--- config.mk ---
export PLATFORM = sky130hd
export DESIGN_NAME = regfile_wb_arbiter
export DESIGN_NICKNAME = d
export VERILOG_FILES = /design/src/rtl/regfile_wb_arbiter.sv
export SDC_FILE = /design/constraint.sdc
export NUM_CORES = 1
export LEC_CHECK = 0
export CAP_MARGIN = 20
export CORE_MARGIN = 2
export CORE_UTILIZATION = 35
export DETAILED_ROUTE_END_ITERATION = 10
export GPL_TIMING_DRIVEN = 0
export HOLD_SLACK_MARGIN = 0.08
export PLACE_DENSITY = 0.74
export REMOVE_ABC_BUFFERS = 1
export SLEW_MARGIN = 25
export SYNTH_ARGS = -nofsm -noshare
export SYNTH_HDL_FRONTEND = slang
export SYNTH_SLANG_ARGS = --single-unit
--- constraint.sdc ---
create_clock -name clk -period 1.3 [get_ports clk]
set_clock_uncertainty 0.05 [all_clocks]
set_input_delay 0.26 -clock clk [delete_from_list [all_inputs] [get_ports clk]]
set_output_delay 0.26 -clock clk [all_outputs]
set_load 0.02 [all_outputs]
--- src/rtl/regfile_wb_arbiter.sv ---
// Register-file write-port owner: zero-fills x1..x(NREGS-1) after reset or init_req,
// then arbitrates write-back between requester A (ALU) and requester B (load unit).
module regfile_wb_arbiter #(
    parameter int unsigned XLEN       = 32,
    parameter int unsigned NREGS      = 32,
    parameter int unsigned FIXED_PRIO = 0,
    localparam int unsigned AW        = $clog2(NREGS)
) (
    input  logic            clk,
    input  logic            rst_n,
    input  logic            init_req,
    input  logic            a_valid,
    output logic            a_ready,
    input  logic [AW-1:0]   a_rd,
    input  logic [XLEN-1:0] a_data,
    input  logic            b_valid,
    output logic            b_ready,
    input  logic [AW-1:0]   b_rd,
    input  logic [XLEN-1:0] b_data,
    output logic            rf_we,
    output logic [AW-1:0]   rf_waddr,
    output logic [XLEN-1:0] rf_wdata,
    output logic            init_done
);

    localparam logic [AW-1:0] LAST_ADDR = AW'(NREGS - 1);
    localparam logic          LG_A      = 1'b0;
    localparam logic          LG_B      = 1'b1;

    typedef enum logic {ST_INIT, ST_RUN} state_t;

    state_t          state;
    state_t          state_nxt;
    logic [AW-1:0]   cnt;
    logic [AW-1:0]   cnt_nxt;
    logic            last_grant;
    logic            last_grant_nxt;
    logic            we_nxt;
    logic [AW-1:0]   waddr_nxt;
    logic [XLEN-1:0] wdata_nxt;
    logic            done_nxt;
    logic            grant_a;
    logic            grant_b;

    // State register
    always_ff @(posedge clk or negedge rst_n) begin
        if (!rst_n) begin
            state <= ST_INIT;
        end else begin
            state <= state_nxt;
        end
    end

    // Next-state logic
    always_comb begin
        state_nxt = state;
        case (state)
            ST_INIT: if (cnt == LAST_ADDR) state_nxt = ST_RUN;
            ST_RUN:  if (init_req)         state_nxt = ST_INIT;
            default:                       state_nxt = ST_INIT;
        endcase
    end

    // Grant: A wins a tie under fixed priority, or when B was served last
    always_comb begin
        grant_a = 1'b0;
        grant_b = 1'b0;
        if (state == ST_RUN && !init_req) begin
            grant_a = a_valid && (!b_valid || FIXED_PRIO != 0 || last_grant == LG_B);
            grant_b = b_valid && !grant_a;
        end
    end

    // Output / datapath next values
    always_comb begin
        a_ready        = grant_a;
        b_ready        = grant_b;
        cnt_nxt        = cnt;
        last_grant_nxt = last_grant;
        we_nxt         = 1'b0;
        waddr_nxt      = rf_waddr;
        wdata_nxt      = rf_wdata;
        done_nxt       = init_done;
        case (state)
            ST_INIT: begin
                we_nxt    = 1'b1;
                waddr_nxt = cnt;
                wdata_nxt = '0;
                cnt_nxt   = cnt + AW'(1);
                if (cnt == LAST_ADDR) done_nxt = 1'b1;
            end
            ST_RUN: begin
                if (init_req) begin
                    cnt_nxt  = AW'(1);
                    done_nxt = 1'b0;
                end else if (grant_a) begin
                    we_nxt         = (a_rd != '0);
                    waddr_nxt      = a_rd;
                    wdata_nxt      = a_data;
                    last_grant_nxt = LG_A;
                end else if (grant_b) begin
                    we_nxt         = (b_rd != '0);
                    waddr_nxt      = b_rd;
                    wdata_nxt      = b_data;
                    last_grant_nxt = LG_B;
                end
            end
            default: ;
        endcase
    end

    // Datapath registers
    always_ff @(posedge clk or negedge rst_n) begin
        if (!rst_n) begin
            cnt        <= AW'(1);
            last_grant <= LG_B;
            rf_we      <= 1'b0;
            rf_waddr   <= '0;
            rf_wdata   <= '0;
            init_done  <= 1'b0;
        end else begin
            cnt        <= cnt_nxt;
            last_grant <= last_grant_nxt;
            rf_we      <= we_nxt;
            rf_waddr   <= waddr_nxt;
            rf_wdata   <= wdata_nxt;
            init_done  <= done_nxt;
        end
    end

endmodule

==> impl_metrics.env <==
export IMPL_ant_nets=0
export IMPL_grt_pass1_vias=2671
export IMPL_status="complete, but fails checks"
export IMPL_final_cell_mix="clkdlybuf4s50_1, dfrtp_1, nand2_1"
export IMPL_fmaxAchievable_mhz=558
export IMPL_die_area_mm2=0.00708
export IMPL_wl_per_cell_um=19.0
export IMPL_hpwl_um=4550
export IMPL_ir_drop_uv=806
export IMPL_syn_inst=257
export IMPL_power_density_mw_per_mm2=1180
export IMPL_cts_buffers=5
export IMPL_crit_fanout=5
export IMPL_grt_pass1_wl_um=14200
export IMPL_power_share_clock_pct=17.9
export IMPL_cap_viol_max_count=0
export IMPL_clkLatencyLatePin_ps=290
export IMPL_antenna_cells=0
export IMPL_rsz0062_at_grt="yes"
export IMPL_r2r_worst_path_cells=6
export IMPL_hold_class="input pin to async pin"
export IMPL_cp_slowest_cell="clkdlybuf4s50_1"
export IMPL_timing_final_max_slew_violations=0
export IMPL_cts_tree="built"
export IMPL_htreeDepth=2
export IMPL_syn_area_per_cell_um2=8.75
export IMPL_drt_iter0_markers=104
export IMPL_setup_slack_ps=-491
export IMPL_ys_ff_latch=46
export IMPL_layout_drive_gt1_share_pct=29.2
export IMPL_fin_cells=481
export IMPL_ys_flop_type="dfrtp_1"
export IMPL_violations="setup timing"
export IMPL_leakage_nw=1.71
export IMPL_finalCritPeriodShare_pct=138
export IMPL_synth_top_area_share_pct=49.0
export IMPL_synth_edf_count=0
export IMPL_areaGrowthSynthToFinish_pct=78.9
export IMPL_cp_start_kind="input pin"
export IMPL_cts_clk_slew_worst_paths_ps=80
export IMPL_setup_viol_count_final=45
export IMPL_dieWidth_um=84.2
export IMPL_synth_cell_types=35
export IMPL_path_cells="clkdlybuf4s50_1 -> nor2b_4 -> nand3_4 -> clkinvlp_4 -> buf_6"
export IMPL_max_slew_margin_pct=51.3
export IMPL_clockBufferDepth=2
export IMPL_pin_count=120
export IMPL_cts_root_buffer="clkbuf_8"
export IMPL_place_congestion=0.771
export IMPL_core_mm2=0.00628
export IMPL_hold_viol=0
export IMPL_clock_sinks=46
export IMPL_pwr_share_comb_pct=41.9
export IMPL_critPathKind="input pin to output pin"
export IMPL_placedCellCount=434
export IMPL_routed_wl_um=9150
export IMPL_critPathArrivalTime_ps=1480
export IMPL_layout_min_cycle_time_ps=1790
export IMPL_track_usage_pct=25.7
export IMPL_layout_commonest_cell="clkdlybuf4s50_1"
export IMPL_seqPwrFrac_pct=40.1
export IMPL_start_util_pct=35.8
export IMPL_seq_area_frac_synth_pct=51.3
export IMPL_cp_slowest_stage_delay_ps=550
export IMPL_tightest_slew_ps=730
export IMPL_drc=0
export IMPL_vias=2658
export IMPL_grt_start_max_net_pins=47
export IMPL_tns_ps=-16700
export IMPL_internal_power_mw=3.11
export IMPL_dieHeight_um=84.2
export IMPL_cp_end_kind="output pin"
export IMPL_dp_slack_ps=-1860
export IMPL_ys_async_sr_fraction_pct=100
export IMPL_antenna_found_initial=0
export IMPL_cp_data_required_time_ps=990
export IMPL_io_buffers=119
export IMPL_p_sw_mw=1.65
export IMPL_fp_row_count=29
export IMPL_final_nets=484
export IMPL_synth_top_cells_by_area="dfrtp_1, a31oi_1, nand3_1"
export IMPL_grt_ovfl_total=0
export IMPL_dr_pass1_iters=6
export IMPL_yosysWarnings=0
export IMPL_yosysTopAreaCell="dfrtp_1"
export IMPL_viasPerCell=5.53
export IMPL_switching_share_pct=34.7
export IMPL_synthesis_area_mm2=0.00225
state kept, by name, summed over array words and instances (netlist names):
| signal | cells |
|---|---|
| rf_wdata | 32 |
| cnt | 5 |
| rf_waddr | 5 |
| init_done | 1 |
| last_grant | 1 |
| rf_we | 1 |
| state | 1 |
cell families after synthesis:
| kind of cell | count (synthesis) | share of synthesized area (%) |
|---|---|---|
| AO/OA/AOI/OAI | 52 | 15.2 |
| adder cells (fa/ha/maj) | 2 | 1.11 |
| AND/OR/NAND/NOR | 130 | 26.0 |
| buffers and inverters | 26 | 5.95 |
| flip-flops | 46 | 51.3 |
| XOR/XNOR | 1 | 0.390 |
worst max-delay path, delay by kind of cell:
family,cells,cell delay [ps]
buf+inv,3,820
simple gates,2,400
metal layers:
layer	wire [um]	share of wire [%]	vias to the layer above	GRT usage (%)
met5	0	0	-	0
met4	221	2.4	0	7.92
met3	727	7.9	20	5.90
met2	4580	50	120	44.2
met1	3610	40	1309	32.1
li1	-	-	1209	-
synth_stat cells, drive strengths merged (3+ instances only):
library cell and n:
nand3 37, a211o 3, and3 4, clkbuf 6, a21oi 4, o22ai 3
a31oi 32, nand2 41, inv 6, dfrtp 44, buf 14, nor2 39
per-stage QoR:
step	utilization (%)	power (mW)	hold slack, ps	instance area, um2
floorplan	-	2.61	-85.6	2140
global placement	54.6	3.33	449	3420
detailed placement	55.2	3.40	257	3460
CTS	63.6	4.66	456	3990
global route	64.1	4.99	473	4020
finish	64.1	4.76	459	4020
power by group through the flow:
stage          clock (mW)  sequential (mW)  combinational [mW]
2_1_floorplan           0             2.12               0.492
3_3_place_gp            0             1.98                1.35
3_5_place_dp            0             1.95                1.45
4_1_cts             0.872             1.90                1.89
5_1_grt             0.923             1.94                2.13
6_report            0.853             1.91                1.99
final cells by class:
| class | instances | area [um2] |
|---|---|---|
| clock buffers | 8 | 80.1 |
| multi-input cells | 194 | 1240 |
| repair buffers | 150 | 1430 |
| fillers | 558 | 2250 |
| inverters | 6 | 26.3 |
| flip-flops and latches | 46 | 1160 |
| well taps | 77 | 96.3 |
repair_timing:
item	CTS	global route
endpoints found under the hold margin	44	0
hold buffers	1	0
pin swaps	6	4
endpoints found under the setup margin	85	72
gates resized for setup	142	46
setup buffers	22	7
gates cloned	9	1
final timing paths:
check | from | to | slack [ps]
worst min register to register | rf_waddr[4]$_DFFE_PN0P_ | rf_waddr[4]$_DFFE_PN0P_ | 480
worst min-delay path | rst_n | rf_wdata[7]$_DFFE_PN0P_ | 460
min in group clk | b_data[5] | rf_wdata[5]$_DFFE_PN0P_ | 460
max in group asynchronous | rst_n | state$_DFF_PN0_ | 280
worst max register to register | state$_DFF_PN0_ | rf_waddr[2]$_DFFE_PN0P_ | -450
worst max-delay path | init_req | a_ready | -490
Note: power is estimated with default switching activity, not from simulation.
